### src/rtl/addr_bus_unit.sv
// Address-bus generator for the 65C02 microcoded core: ABL/ABH address paths,
// program counter and operand latch. The address is combinational from the microcode ops.
module addr_bus_unit (
    input  logic       clk,
    input  logic       RST,
    input  logic [2:0] abl_op,
    input  logic       abl_ci,
    input  logic [2:0] abh_op,
    input  logic       abh_ff,
    input  logic       ld_ahl,
    input  logic       ld_pc,
    input  logic       inc_pc,
    input  logic [7:0] DB,
    input  logic [7:0] REG,
    output logic [7:0] ADL,
    output logic [7:0] ADH,
    output logic       abl_co,
    output logic [7:0] PCL,
    output logic [7:0] PCH
);

    logic [7:0] abl_q, abh_q, ahl_q, pcl_q, pch_q;
    logic [7:0] abl_base, abl_index;
    logic [8:0] abl_sum;
    logic [7:0] abh_base;
    logic       abh_ci;
    logic [7:0] pcl_src, pch_src, pcl_d, pch_d;
    logic       pcl_co;

    always_comb begin
        abl_base  = 8'h00;
        abl_index = 8'h00;
        unique case (abl_op)
            3'b000: abl_base = pcl_q;
            3'b001: abl_base = abl_q;
            3'b010: abl_base = REG;
            3'b011: abl_base = DB;
            3'b100: begin
                abl_base  = ahl_q;
                abl_index = REG;
            end
            3'b101: begin
                abl_base  = DB;
                abl_index = REG;
            end
            3'b110: abl_base = ahl_q;
            3'b111: abl_base = 8'h00;
        endcase
        abl_sum = {1'b0, abl_base} + {1'b0, abl_index} + {8'h00, abl_ci};
    end

    assign ADL    = abl_sum[7:0];
    assign abl_co = abl_sum[8];

    // Ops 1xx add the ABL carry; 01x add a constant 1 (stack page / page step).
    always_comb begin
        abh_ci   = abh_op[2] ? abl_co : abh_op[1];
        abh_base = 8'h00;
        unique case (abh_op)
            3'b000: abh_base = pch_q;
            3'b001: abh_base = abh_q;
            3'b010: abh_base = 8'h00;
            3'b011: abh_base = abh_q;
            3'b100: abh_base = pch_q;
            3'b101: abh_base = abh_q;
            3'b110: abh_base = DB;
            3'b111: begin
                abh_base = 8'h00;
                abh_ci   = 1'b0;
            end
        endcase
        ADH = abh_ff ? 8'hFF : abh_base + {7'h00, abh_ci};
    end

    always_comb begin
        pcl_src          = ld_pc ? ADL : pcl_q;
        pch_src          = ld_pc ? ADH : pch_q;
        {pcl_co, pcl_d}  = {1'b0, pcl_src} + {8'h00, inc_pc};
        pch_d            = pch_src + {7'h00, pcl_co};
    end

    always_ff @(posedge clk or negedge RST) begin
        if (!RST) begin
            abl_q <= 8'h00;
            abh_q <= 8'h00;
            ahl_q <= 8'h00;
            pcl_q <= 8'h00;
            pch_q <= 8'h00;
        end else begin
            abl_q <= ADL;
            abh_q <= ADH;
            if (ld_ahl) ahl_q <= DB;
            pcl_q <= pcl_d;
            pch_q <= pch_d;
        end
    end

    assign PCL = pcl_q;
    assign PCH = pch_q;

endmodule

### config.mk
export PLATFORM = sky130hd
export DESIGN_NAME = addr_bus_unit
export DESIGN_NICKNAME = d
export VERILOG_FILES = /design/src/rtl/addr_bus_unit.sv
export SDC_FILE = /design/constraint.sdc
export NUM_CORES = 1
export LEC_CHECK = 0
export ABC_AREA = 1
export CELL_PAD_IN_SITES_DETAIL_PLACEMENT = 2
export CELL_PAD_IN_SITES_GLOBAL_PLACEMENT = 2
export CORE_AREA = 3 3 79 155
export DETAILED_ROUTE_END_ITERATION = 12
export DIE_AREA = 0 0 82 158
export GPL_TIMING_DRIVEN = 0
export PLACE_DENSITY = 0.8
export SLEW_MARGIN = 20
export SYNTH_ARGS = -nofsm -noshare
export SYNTH_HDL_FRONTEND = slang
export SYNTH_SLANG_ARGS = --single-unit
### constraint.sdc
create_clock -name clk -period 6.3 [get_ports clk]
set_clock_uncertainty 0.2 [all_clocks]
set_input_delay 1.575 -clock clk [delete_from_list [all_inputs] [get_ports clk]]
set_output_delay 1.575 -clock clk [all_outputs]
set_load 0.005 [all_outputs]
==> results of run 1 <==
registers in the layout, summed over array words and instances, names as in the netlist:
| signal | flops |
|---|---|
| PCH | 8 |
| abh_q | 8 |
| PCL | 8 |
| abl_q | 8 |
| ahl_q | 8 |
power by group:
group	internal, mW	leakage (nW)	total, mW	switching, mW
sequential	0.303	0.452	0.335	0.0322
combinational	0.220	1.67	0.458	0.238
clock	0.187	0.0798	0.311	0.124
worst max-delay path: cells and delay by family:
family / cells / cell delay [ns]
simple gates: 10 / 0.74
compound gates: 9 / 1.06
buf+inv: 22 / 2.47
fa+ha+maj: 4 / 1.15
cells by family after synthesis:
group	count (synthesis)	synth area share
simple gates	174	0.305
fa+ha+maj	15	0.0740
flops	40	0.365
mux	6	0.0247
compound gates	48	0.106
xor+xnor	11	0.0352
buf+inv	64	0.0904
timing repair:
action / CTS / global route
pin swaps: 26 / 20
buffers inserted: 62 / 20
setup endpoints to repair: 23 / 17
gates cloned: 0 / 0
gates resized for setup: 109 / 43
cells in the mapped netlist (all sizes together), types with 3 or more instances:
master and n:
mux2 6, nor2 36, a221oi 7, a21oi 12, nand3 37, ha 13, or2 3, inv 56
xor2 9, nand4 12, nand2 82, dfrtp 40, o21ai 20, clkbuf 4
how the worst max path moves through the flow:
stage / end
CTS: ADH[4]
floorplan: ADH[4]
global placement: ADH[4]
detailed placement: ADH[4]
global route: abh_q[4]
finish: abh_q[4]
per-layer routing:
layer	wire (um)	global-route usage	share of wire
met3	418	0.0268	0.028
met4	745	0.124	0.049
met5	0	0	0
met1	5570	0.244	0.37
met2	8430	0.424	0.56
stage by stage:
step	total power, mW	hold slack, ns	instances	TNS [ns]	util
global placement	0.652	0.296	558	-19.45	0.326
floorplan	0.487	0.281	358	-0.596	-
global route	1.16	0.349	640	-8.75	0.422
CTS	1.05	0.334	627	-4.49	0.399
finish	1.10	0.343	640	-6.38	0.422
detailed placement	0.667	0.301	559	-23.17	0.328
area by class of cell:
type / count / area share
inverter: 58 / 0.0536
clock buffer: 5 / 0.0268
tap: 140 / 0.0375
timing repair buffer: 134 / 0.258
buffer: 6 / 0.00643
sequential: 40 / 0.214
clock inverter: 3 / 0.00911
multi-input combinational: 254 / 0.394
==> qor.txt, run 1 <==
vias: 3258
RSZ-0062 raised after global routing: yes
Synthesis Warnings: 0
slowest stage delay, CP: 0.39 ns
per-cell routed wire length: 23.7 um
Yosys top cell by area: dfrtp_1
sequential area share after synthesis: 0.365
pwr dens: 236 nW/um^2
IO buf count: 60
Sequential cell area: 1000 sq um
Worst path slowest cell: fa_2
Critical Path Fanout Max: 4
r2r setup slk: 0.47 ns
final hold vios: 0
commonest cells after routing, fill and taps aside: 64 x nand2_1, 62 x buf_4, 43 x clkdlybuf4s50_1
CP startpoint kind: input port
Routed WL: 15200 um
initial DRC count: 124
worst slack, placed: -1.93 ns
f_max: 143 MHz
Fillers: 1251
Worst Path Arrival: 7.01 ns
Synth area leaders: dfrtp_1 37%, nand2_1 11%, inv_1 7.5%
post-route cell area: 4670 sq um
core box area: 11100 sq um
# setup viols final: 14
Worst-Skew Late Latency: 0.30 ns
Pleak: 2.20 nW
die area: 13000 sq um
worst hold path endpoint: ahl_q[1]
status: finished, violations left
die extent in y: 158 um
Final period util: 1.11
Yosys reg bits: 40
clk slew on worst S/H paths: 0.08 ns
fin crit period: 7.01 ns
Yosys cell types: 38
CTS sink cnt: 40
syn avg cell area: 7.65 sq um
Cells after Synth: 358
crit path launch: abl_op[1]
largest net degree at the start of global routing: 24
DP Area: 3630 sq um
Async S/R FF share, synth: 1.00
Ant. Diodes: 0
GRT Total Usage: 0.230
CTS max path bufs: 2
Worst R2R End: abh_q[4]
syn nets: 402
hold_sp: ahl_q[1]
R2R depth: 40
I/O pin count: 62
Cell Area, Synth: 2740 sq um
routability cong.: 0.842
most common cell after layout, fill and taps aside: nand2_1
Final WS setup: -0.706 ns
Top FF cell, synth: dfrtp_1
Row Count: 54
Worst VDD drop: 0.116 mV
Slew Limit Fails: 0
most common cell type on the critical path: buf_4
CTS buffer count: 5
max cap viols: 0
area of the multi-input gates: 1840 sq um
H-tree Lvls: 2
DR pass1 iterations: 4
Horiz. Die Dim: 82 um
hold_buf cts: 0
Area Overhead vs Synth: 70.5%
root buf cell: clkbuf_16
grt ovf: 0
number of flops mapped to enable cells by yosys: 0
worst r2r src: ahl_q[0]
crit end category: flop
layout cells sized above 1: 0.390
HP Class: flop to flop
worst hold path depth: 1
Setup CP Type: input port to flop
DRC errors left: 0
vias in the first global route: 3755
CTS tree: done
Slew Limit Headroom: 0.523
Synth top area share: 0.365
layout net count: 543
slew of the pin with the lowest slew margin: 0.715 ns
critical path required time: 6.30 ns
Routed Antenna Nets: 0
first-pass GRT wire length: 21700 um
Initial Util: 0.247
vias per cell: 5.09
dpl hpwl: 8560 um
failing checks: setup timing
initial antenna violation count: 0
Note: power is estimated with default switching activity, not from simulation.
==> run 2: changes to the inputs <==
CAP_MARGIN = 0   (was not set)
CORE_AREA = 3 3 100 121   (was 3 3 79 155)
DIE_AREA = 0 0 103 124   (was 0 0 82 158)
PLACE_DENSITY = 0.81   (was 0.8)
==> qor.txt, run 2 (synthesized netlist as in run 1, its figures left out) <==
Row Count: 42 (was 54)
Pleak: 2.16 nW (was 2.20 nW)
I/O pin count: 62 (unchanged)
max cap viols: 0 (unchanged)
Critical Path Fanout Max: 4 (unchanged)
largest net degree at the start of global routing: 22 (was 24)
commonest cells after routing, fill and taps aside: 66 x buf_4, 60 x nand2_1, 43 x clkdlybuf4s50_1 (was 64 x nand2_1, 62 x buf_4, 43 x clkdlybuf4s50_1)
dpl hpwl: 7990 um (was 8560 um)
vias: 3141 (was 3258)
Worst Path Arrival: 5.18 ns (was 7.01 ns)
delay-heaviest family, CP: adder cells (was buffers and inverters)
Final WS setup: -0.658 ns (was -0.706 ns)
Routed WL: 14400 um (was 15200 um)
Initial Util: 0.248 (was 0.247)
CP startpoint kind: input port (unchanged)
Area Overhead vs Synth: 69.7% (was 70.5%)
r2r setup slk: 1.06 ns (was 0.47 ns)
pwr dens: 235 nW/um^2 (was 236 nW/um^2)
IO buf count: 60 (unchanged)
routability cong.: 0.809 (was 0.842)
Setup CP Type: input port to primary output (was input port to flop)
root buf cell: clkbuf_16 (unchanged)
initial antenna violation count: 0 (unchanged)
CTS max path bufs: 2 (unchanged)
Slew Limit Fails: 0 (unchanged)
Int Power: 706 uW (was 710 uW)
f_max: 144 MHz (was 143 MHz)
slowest stage delay, CP: 0.43 ns (was 0.39 ns)
vias in the first global route: 3734 (was 3755)
post-route cell area: 4650 sq um (was 4670 sq um)
DP Area: 3620 sq um (was 3630 sq um)
Final period util: 1.10 (was 1.11)
layout cells sized above 1: 0.400 (was 0.390)
vias per cell: 4.97 (was 5.09)
core box area: 11000 sq um (was 11100 sq um)
CTS sink cnt: 40 (unchanged)
net load switching power: 387 uW (was 395 uW)
hold_buf cts: 0 (unchanged)
Worst-Skew Late Latency: 0.30 ns (about the same)
clk slew on worst S/H paths: 0.07 ns (was 0.08 ns)
per-cell routed wire length: 22.9 um (was 23.7 um)
die area: 12800 sq um (was 13000 sq um)
Worst VDD drop: 0.104 mV (was 0.116 mV)
most common cell after layout, fill and taps aside: buf_4 (was nand2_1)
most common cell type on the critical path: nand2_2 (was buf_4)
die extent in y: 124 um (was 158 um)
# setup viols final: 15 (was 14)
CTS buffer count: 5 (unchanged)
failing checks: setup timing (unchanged)
Routed Antenna Nets: 0 (unchanged)
initial DRC count: 84 (was 124)
critical path required time: 4.53 ns (was 6.30 ns)
Logic pwr share: 0.414 (was 0.415)
Slew Limit Headroom: 0.555 (was 0.523)
CTS tree: done (unchanged)
fin crit period: 6.96 ns (was 7.01 ns)
slew of the pin with the lowest slew margin: 0.668 ns (was 0.715 ns)
crit end category: primary output (was flop)
Ant. Diodes: 0 (unchanged)
layout net count: 543 (unchanged)
RSZ-0062 raised after global routing: yes (unchanged)
Net Sw Frac: 0.354 (was 0.357)
GRT Total Usage: 0.232 (was 0.230)
register share of total power: 0.311 (was 0.304)
Clk network pwr share: 0.276 (was 0.281)
HP Class: flop to flop (unchanged)
Horiz. Die Dim: 103 um (was 82 um)
Worst path slowest cell: fa_2 (unchanged)
grt ovf: 0 (unchanged)
H-tree Lvls: 2 (unchanged)
Fillers: 1220 (was 1251)
DRC errors left: 0 (unchanged)
CP bufs+invs: 7 (was 22)
Final TNS setup: -5.48 ns (was -6.38 ns)
DR pass1 iterations: 4 (unchanged)
status: finished, violations left (unchanged)
first-pass GRT wire length: 22000 um (was 21700 um)
final hold vios: 0 (unchanged)
[run 2: cell count changes in the layout (fill, tap and decap cells not counted), sizes merged]
cell,change
buf,+3
dlymetal6s2s,-3
[run 2: worst paths after layout]
kind / startpoint / to / cells past startpoint
worst min-delay path: ahl_q[5] / ahl_q[5] / 1
worst min register to register: ahl_q[5] / ahl_q[5] / 1
worst max-delay path: abl_op[1] / ADH[4] / 30
min in group asynchronous: RST / abh_q[5] / 1
max in group asynchronous: RST / abl_q[2] / 2
worst max register to register: ahl_q[0] / PCH[7] / 36
[run 2: through the flow]
| step | power [mW] | setup WS, ns | cells | utilization | hold WS [ns] |
|---|---|---|---|---|---|
| after detailed placement | 0.663 | -1.98 | 551 | 0.328 | 0.308 |
| after CTS | 1.03 | -0.536 | 623 | 0.400 | 0.323 |
| after floorplan | 0.487 | -0.183 | 358 | - | 0.281 |
| final | 1.09 | -0.658 | 632 | 0.421 | 0.323 |
| after global placement | 0.648 | -1.84 | 550 | 0.326 | 0.301 |
| after global routing | 1.15 | -0.853 | 632 | 0.421 | 0.334 |
[run 2: power by group through the flow]
stage | registers, mW | logic (mW) | clock network [mW]
floorplan | 0.328 | 0.159 | 0
global placement | 0.334 | 0.313 | 0
detailed placement | 0.336 | 0.327 | 0
CTS | 0.333 | 0.396 | 0.300
global route | 0.344 | 0.489 | 0.315
finish | 0.340 | 0.452 | 0.301
[run 2: area by class of cell]
cell class | count | area (sq um) | share of cell area
inverters | 58 | 253 | 0.0543
clock inverters | 3 | 42.5 | 0.00915
flip-flops and latches | 40 | 1000 | 0.215
repair buffers | 134 | 1210 | 0.261
clock buffers | 5 | 125 | 0.0269
plain buffers | 6 | 30.0 | 0.00646
multi-input cells | 254 | 1820 | 0.391
well taps | 132 | 165 | 0.0355
[run 2: metal layers]
metal  up-vias  GRT usage  wire length, um
met3        36     0.0476              391
met4         0      0.101              503
met2        67      0.390             7330
met1      1580      0.284             6220
li1       1458          -                -
met5         -          0                0
[run 2: worst register-to-register path, delay by kind of cell (launching register included)]
kind | cells | cell delay, ns
compound gates | 3 | 0.33
simple gates | 15 | 1.74
flops | 1 | 0.33
fa+ha+maj | 3 | 0.75
buf+inv | 15 | 1.78
[run 2: timing repair]
action                     CTS  global route
setup endpoints to repair   23            21
buffers inserted            66            21
cloned                       0             0
resized for setup          113            53
pin swaps                   22            35
==> run 3: changes to the inputs <==
CORE_AREA = 3 3 98 119   (was 3 3 100 121)
DIE_AREA = 0 0 101 122   (was 0 0 103 124)
PLACE_DENSITY = 0.84   (was 0.81)
==> qor.txt, run 3 (synthesized netlist as in run 1, its figures left out) <==
status: finished, violations left (unchanged)
failing checks: setup timing (unchanged)
worst r2r src: ahl_q[0] (unchanged)
worst hold path endpoint: ahl_q[6] (was ahl_q[5])
CP startpoint kind: input port (unchanged)
I/O pin count: 62 (unchanged)
final hold vios: 0 (unchanged)
vias in the first global route: 3724 (was 3734)
CP bufs+invs: 7 (unchanged)
initial DRC count: 193 (was 84)
hold_buf cts: 0 (unchanged)
RSZ-0062 raised after global routing: yes (unchanged)
Worst R2R End: abh_q[6] (was PCH[7])
vias: 3261 (was 3141)
R2R depth: 38 (was 36)
delay-heaviest family, CP: compound AO/OA/AOI/OAI gates (was adder cells)
Final WS setup: -0.794 ns (was -0.658 ns)
Slew Limit Fails: 0 (unchanged)
first-pass GRT wire length: 21700 um (was 22000 um)
commonest cells after routing, fill and taps aside: 66 x nand2_1, 62 x buf_4, 44 x clkdlybuf4s50_1 (was 66 x buf_4, 60 x nand2_1, 43 x clkdlybuf4s50_1)
worst slack, placed: -1.99 ns (was -1.98 ns)
Worst-Skew Late Latency: 0.29 ns (was 0.30 ns)
Setup CP Type: input port to primary output (unchanged)
grt ovf: 0 (unchanged)
fin crit period: 7.09 ns (was 6.96 ns)
Worst Path Arrival: 5.32 ns (was 5.18 ns)
area of the multi-input gates: 1840 sq um (was 1820 sq um)
Row Count: 41 (was 42)
slew of the pin with the lowest slew margin: 0.705 ns (was 0.668 ns)
worst hold path depth: 1 (unchanged)
f_max: 141 MHz (was 144 MHz)
clk slew on worst S/H paths: 0.06 ns (was 0.07 ns)
Ant. Diodes: 0 (unchanged)
GRT Total Usage: 0.233 (was 0.232)
layout cells sized above 1: 0.375 (was 0.400)
Finished Layout Cells: 620 (was 632)
CTS buffer count: 5 (unchanged)
r2r setup slk: 0.42 ns (was 1.06 ns)
Final period util: 1.13 (was 1.10)
root buf cell: clkbuf_16 (unchanged)
crit end category: primary output (unchanged)
largest net degree at the start of global routing: 25 (was 22)
Critical Path Fanout Max: 5 (was 4)
Sequential cell area: 1000 sq um (unchanged)
core box area: 10600 sq um (was 11000 sq um)
layout net count: 535 (was 543)
critical path required time: 4.53 ns (about the same)
per-cell routed wire length: 26.2 um (was 22.9 um)
CTS tree: done (unchanged)
Routed Antenna Nets: 0 (unchanged)
Worst VDD drop: 0.0798 mV (was 0.104 mV)
DR pass1 iterations: 4 (unchanged)
placed cells: 548 (was 551)
Area Overhead vs Synth: 65.2% (was 69.7%)
dpl hpwl: 8130 um (was 7990 um)
slowest stage delay, CP: 0.41 ns (was 0.43 ns)
vias per cell: 5.26 (was 4.97)
HP Class: flop to flop (unchanged)
IO buf count: 60 (unchanged)
H-tree Lvls: 2 (unchanged)
pwr dens: 232 nW/um^2 (was 235 nW/um^2)
Fillers: 1141 (was 1220)
DP Area: 3610 sq um (was 3620 sq um)
initial antenna violation count: 0 (unchanged)
post-route cell area: 4530 sq um (was 4650 sq um)
Horiz. Die Dim: 101 um (was 103 um)
CTS max path bufs: 2 (unchanged)
# setup viols final: 12 (was 15)
routability cong.: 0.791 (was 0.809)
Initial Util: 0.259 (was 0.248)
DRC errors left: 0 (unchanged)
Slew Limit Headroom: 0.530 (was 0.555)
die area: 12300 sq um (was 12800 sq um)
max cap viols: 0 (unchanged)
hold_sp: ahl_q[6] (was ahl_q[5])
die extent in y: 122 um (was 124 um)
CTS sink cnt: 40 (unchanged)
most common cell after layout, fill and taps aside: nand2_1 (was buf_4)
Pleak: 2.12 nW (was 2.16 nW)
Worst path slowest cell: fa_2 (unchanged)
Routed WL: 16200 um (was 14400 um)
Min Hold Slack: 0.337 ns (was 0.323 ns)
==> run 3: layout make-up <==
class,instances,area share
Tap cell,129,0.0357
Inverter,58,0.0547
Timing Repair Buffer,126,0.246
Clock inverter,1,0.00111
Buffer,6,0.00663
Clock buffer,6,0.0285
Sequential cell,40,0.221
Multi-Input combinational cell,254,0.406
==> run 3: power breakdown <==
group	total, mW	switching (mW)	internal [mW]	leakage, nW
clock	0.253	0.109	0.144	0.0667
combinational	0.456	0.249	0.207	1.61
sequential	0.341	0.0372	0.303	0.452
==> run 3: worst max path at each step <==
| stage | startpoint | endpoint | slack [ns] | cells after the start |
|---|---|---|---|---|
| 2_1_floorplan | abl_op[1] | ADH[4] | -0.18 | 28 |
| 3_3_place_gp | abl_op[1] | ADH[4] | -1.82 | 29 |
| 3_5_place_dp | abl_op[1] | ADH[4] | -1.99 | 29 |
| 5_1_grt | abl_op[0] | abh_q[6] | -0.94 | 41 |
| 4_1_cts | abl_op[1] | ADH[4] | -0.42 | 30 |
| 6_report | abl_op[0] | ADH[7] | -0.79 | 27 |
==> run 3: timing repair <==
item / 4_1_cts / 5_1_grt
setup endpoints to repair: 23 / 15
pin swaps: 20 / 8
gates resized for setup: 96 / 46
setup buffers: 48 / 17
==> run 3: stage by stage <==
stage | setup TNS [ns] | util | power, mW
4_1_cts | -2.88 | 0.399 | 0.960
3_3_place_gp | -20.83 | 0.340 | 0.647
2_1_floorplan | -0.596 | - | 0.487
6_report | -6.86 | 0.428 | 1.05
3_5_place_dp | -24.78 | 0.341 | 0.664
5_1_grt | -8.54 | 0.428 | 1.10
==> run 3: layer usage <==
metal  share of wire  up-vias  GRT usage
li1                -     1446          -
met1            0.39     1653      0.273
met5               0        -          0
met2            0.51      115      0.411
met3           0.046       47     0.0378
met4           0.045        0      0.110
==> variant 1 (settings of run 2) <==
Register the output `PCL` once more; this adds one clock of latency there. The other outputs are not delayed to match.
--- a/src/rtl/addr_bus_unit.sv
+++ b/src/rtl/addr_bus_unit.sv
@@ -97,3 +97,5 @@
 
-    assign PCL = pcl_q;
+    always_ff @(posedge clk) begin
+        PCL <= pcl_q;
+    end
     assign PCH = pch_q;
Formal check against the unedited RTL: not equivalent (Yosys sat finds a counterexample within 4 cycles, from zero or initial values and one cycle with RST low).
==> variant 1 against run 2 <==
  * The run still ends with setup timing left
  * Utilization down 1.1 points
  * Setup slack worse by 33 ps
  * Combinational power down 8.2%
  * Power up 2.4%
  * Critical path depth unchanged
  * Die area unchanged
  * Area after synthesis up 5.8%
  * Cell area down 2.6%
  * Register-to-register slack better by 260 ps
  * Wire length down 3.3%
  * Sequential cell count up 8
  * Largest power group unchanged
==> variant 1: results (changes against run 2) <==
{
  "route": {
    "drt-initial-drc-count": {"value": 107, "change": "+27%"},
    "post_drt_via_cell_ratio": {"value": 5.13, "change": "+3.3%"},
    "routedLengthMet1": {"value": 5500, "unit": "um", "change": "-12%"}
  },
  "global_routing": {
    "met2_track_usage_gr": {"value": 37.1, "unit": "%", "change": "-1.9 points"},
    "globalRouteTotalUtil": {"value": 21.2, "unit": "%", "change": "-2.0 points"},
    "via_count_of_the_first_global_routing_pass": {"value": 3512, "change": "-5.9%"},
    "grt_pass1_wl": {"value": 20200, "unit": "um", "change": "-8.2%"}
  },
  "setup_path": {
    "worst_r2r_path_depth": {"value": 34, "change": "-5.6%"},
    "critPathMaxStageDelay": {"value": 370, "unit": "ps", "change": "-60 ps"},
    "cp_data_arrival_time": {"value": 5220, "unit": "ps", "change": "+40 ps"},
    "setup.reg_to_reg.worst_slack": {"value": 1320, "unit": "ps", "change": "+260 ps"}
  },
  "yosys": {
    "synth_xor_area_share": {"value": 3.32, "unit": "%", "change": "-0.19 points"},
    "synthTopCellsByArea": "sky130_fd_sc_hd__dfrtp_1, sky130_fd_sc_hd__nand2_1, sky130_fd_sc_hd__inv_1",
    "share_of_the_synthesized_area_in_compound_gates_ao_oa_aoi_oai": {"value": 10.0, "unit": "%", "change": "-0.58 points"},
    "synth_seq_area_share": {"value": 40.0, "unit": "%", "change": "+3.5 points"},
    "async_reset_ff_share": {"value": 83.3, "unit": "%", "change": "-17 points"}
  },
  "clock_tree": {
    "cts_post_setup_buffers_inserted": {"value": 36, "change": "-45%"},
    "ctsResizeCount": {"value": 93, "change": "-18%"}
  },
  "sta": {
    "finalSetupViolations": {"value": 10, "change": "-5"},
    "setup_slack": {"value": -691, "unit": "ps", "change": "-32.6 ps"},
    "setup-tns-final": {"value": -4970, "unit": "ps", "change": "+511 ps"}
  },
  "worst_hold_path": {
    "holdPathEnd": "PCL[1]",
    "holdCritStartpoint": "pcl_q[1]"
  },
  "outcome": {
    "outcome": "finished with violations",
    "failed_checks": "setup timing"
  },
  "placement": {
    "place_congestion": {"value": 0.803, "change": "-0.73%"},
    "detailedPlacementHpwl": {"value": 8580, "unit": "um", "change": "+7.4%"},
    "post_dp_cell_area": {"value": 3770, "unit": "um^2", "change": "+4.2%"},
    "placedCellCount": {"value": 559, "change": "+1.5%"}
  },
  "pwr": {
    "p_leak": {"value": 2.10, "unit": "nW", "change": "-2.6%"}
  }
}
variant 1: cell count changes after synthesis, sizes merged:
cell / run 2 / this run
dfxtp: 0 / 8
variant 1: area by class of cell:
type,count,area (um^2),area share [%]
Inverter,58,250,5.52
Multi-Input combinational cell,254,1810,39.9
Buffer,6,30.0,0.663
Timing Repair Buffer,107,958,21.1
Tap cell,132,165,3.64
Sequential cell,48,1160,25.6
Clock inverter,1,5.00,0.110
Clock buffer,7,154,3.40
variant 1: cell families (layout without fill, tap and decap cells):
group                    after synthesis  in the layout
AO/OA/AOI/OAI                         48             48
XOR/XNOR                              11             11
adder cells (fa/ha/maj)               15             15
buffers and inverters                 64            179
flip-flops                            48             48
multiplexers                           6              6
AND/OR/NAND/NOR                      174            174
variant 1: report_power, final:
group	internal [mW]	switching, mW	leakage, nW
clock	0.171	0.123	0.0790
sequential	0.371	0.0398	0.519
combinational	0.190	0.225	1.50
==> variant 2 (settings of run 2) <==
Without the edit above. Add an input register stage for `abh_ff`, with the module's reset; this delays it by one clock. The other inputs are not delayed to match.
--- a/src/rtl/addr_bus_unit.sv
+++ b/src/rtl/addr_bus_unit.sv
@@ -20,2 +20,12 @@
 );
+
+    logic abh_ff_q;
+
+    always_ff @(posedge clk or negedge RST) begin
+        if (!RST) begin
+            abh_ff_q <= '0;
+        end else begin
+            abh_ff_q <= abh_ff;
+        end
+    end
 
@@ -71,3 +81,3 @@
         endcase
-        ADH = abh_ff ? 8'hFF : abh_base + {7'h00, abh_ci};
+        ADH = abh_ff_q ? 8'hFF : abh_base + {7'h00, abh_ci};
     end
Check against the original RTL: not equivalent (Yosys sat finds a counterexample within 4 cycles, from zero or initial values and one cycle with RST low).
==> variant 2 against run 2 <==
  * The run still ends with setup timing left
  * Maximum frequency rose by 0.31%
  * Register-to-register slack improved by 320 ps
  * Final cell count shrank 1.7%
  * Sequential cell count grew 1
  * Critical path depth is 2 lower
  * Die area is the same
  * Wire length rose by 3.7%
  * Sequential power up 3%
  * First-iteration DRC count is 110% higher
  * Power up 2.2%
  * Area after synthesis rose by 1.8%
  * Setup slack improved by 21 ps
  * Cell area fell by 3.6%
==> variant 2: results (changes against run 2) <==
{
  "outcome": {
    "outcome": "finished with violations",
    "failed_checks": "setup timing"
  },
  "setup_path": {
    "worstSetupStartpoint": "abl_op[2]",
    "worst_r2r_path_depth": {"value": 34, "change": "-5.6%"},
    "cp_max_fo": {"value": 5, "change": "+1"},
    "regToRegEndpoint": "PCH[6]"
  },
  "clock_tree": {
    "ctsResizeCount": {"value": 92, "change": "-19%"},
    "cts_post_setup_buffers_inserted": {"value": 39, "change": "-41%"}
  },
  "finish": {
    "fin_nets": {"value": 532, "change": "-2.0%"},
    "post_route_cells_drive_above_1_share": {"value": 34.2, "unit": "%", "change": "-5.8 points"}
  },
  "sta": {
    "setup_slack": {"value": -637, "unit": "ps", "change": "+21.4 ps"},
    "tightest_slew": {"value": 536, "unit": "ps", "change": "-133 ps"},
    "finalSetupViolations": {"value": 11, "change": "-4"}
  },
  "route": {
    "num_vias": {"value": 3211, "change": "+2.2%"},
    "drt-initial-drc-count": {"value": 174, "change": "+110%"},
    "routedLengthMet1": {"value": 5970, "unit": "um", "change": "-4.0%"},
    "detailed_routed_wire_length_on_met3": {"value": 652, "unit": "um", "change": "+67%"}
  },
  "yosys": {
    "synth_cell_type_count": {"value": 39, "change": "+2.6%"},
    "syn_nets": {"value": 406, "change": "+1.0%"},
    "synthTopCellsByArea": "sky130_fd_sc_hd__dfrtp_1, sky130_fd_sc_hd__nand2_1, sky130_fd_sc_hd__inv_1"
  },
  "placement": {
    "detailedPlacementHpwl": {"value": 8620, "unit": "um", "change": "+7.9%"},
    "detailedPlace.worstSlack": {"value": -1850, "unit": "ps", "change": "+125 ps"}
  },
  "global_routing": {
    "globalRouteTotalUtil": {"value": 21.3, "unit": "%", "change": "-1.9 points"},
    "met2_track_usage_gr": {"value": 37.6, "unit": "%", "change": "-1.4 points"},
    "via_count_of_the_first_global_routing_pass": {"value": 3530, "change": "-5.5%"},
    "use_met3": {"value": 2.24, "unit": "%", "change": "-2.5 points"}
  },
  "pwr": {
    "vdd_ir_drop_max": {"value": 0.0000969, "unit": "V", "change": "-7.2%"},
    "power_frac_comb": {"value": 41.2, "unit": "%", "change": "-0.2 points"},
    "pg_comb": {"value": 0.461, "unit": "mW", "change": "+2%"}
  },
  "worst_hold_path": {
    "holdPathEnd": "ahl_q[6]"
  }
}
variant 2: kinds of logic after synthesis:
| family | count (synthesis) | synth area share [%] |
|---|---|---|
| flops | 41 | 36.8 |
| fa+ha+maj | 15 | 7.26 |
| xor+xnor | 11 | 3.45 |
| simple gates | 186 | 32.4 |
| compound gates | 44 | 9.73 |
| mux | 4 | 1.61 |
| buf+inv | 61 | 8.74 |
variant 2: final cells by class:
| class | count | area [um^2] |
|---|---|---|
| fill | 1230 | 6550 |
| multi-input combinational | 260 | 1800 |
| timing repair buffer | 119 | 1060 |
| sequential | 41 | 1030 |
| inverter | 55 | 224 |
| tap | 132 | 165 |
| clock buffer | 6 | 129 |
| clock inverter | 2 | 38.8 |
| buffer | 6 | 35.0 |
variant 2: through the flow:
stage                     utilization (%)  hold slack (ps)
final                                40.6              333
after floorplan                         -              276
after global placement               32.7              300
after global routing                 40.6              344
after CTS                            37.9              333
after detailed placement             32.8              315
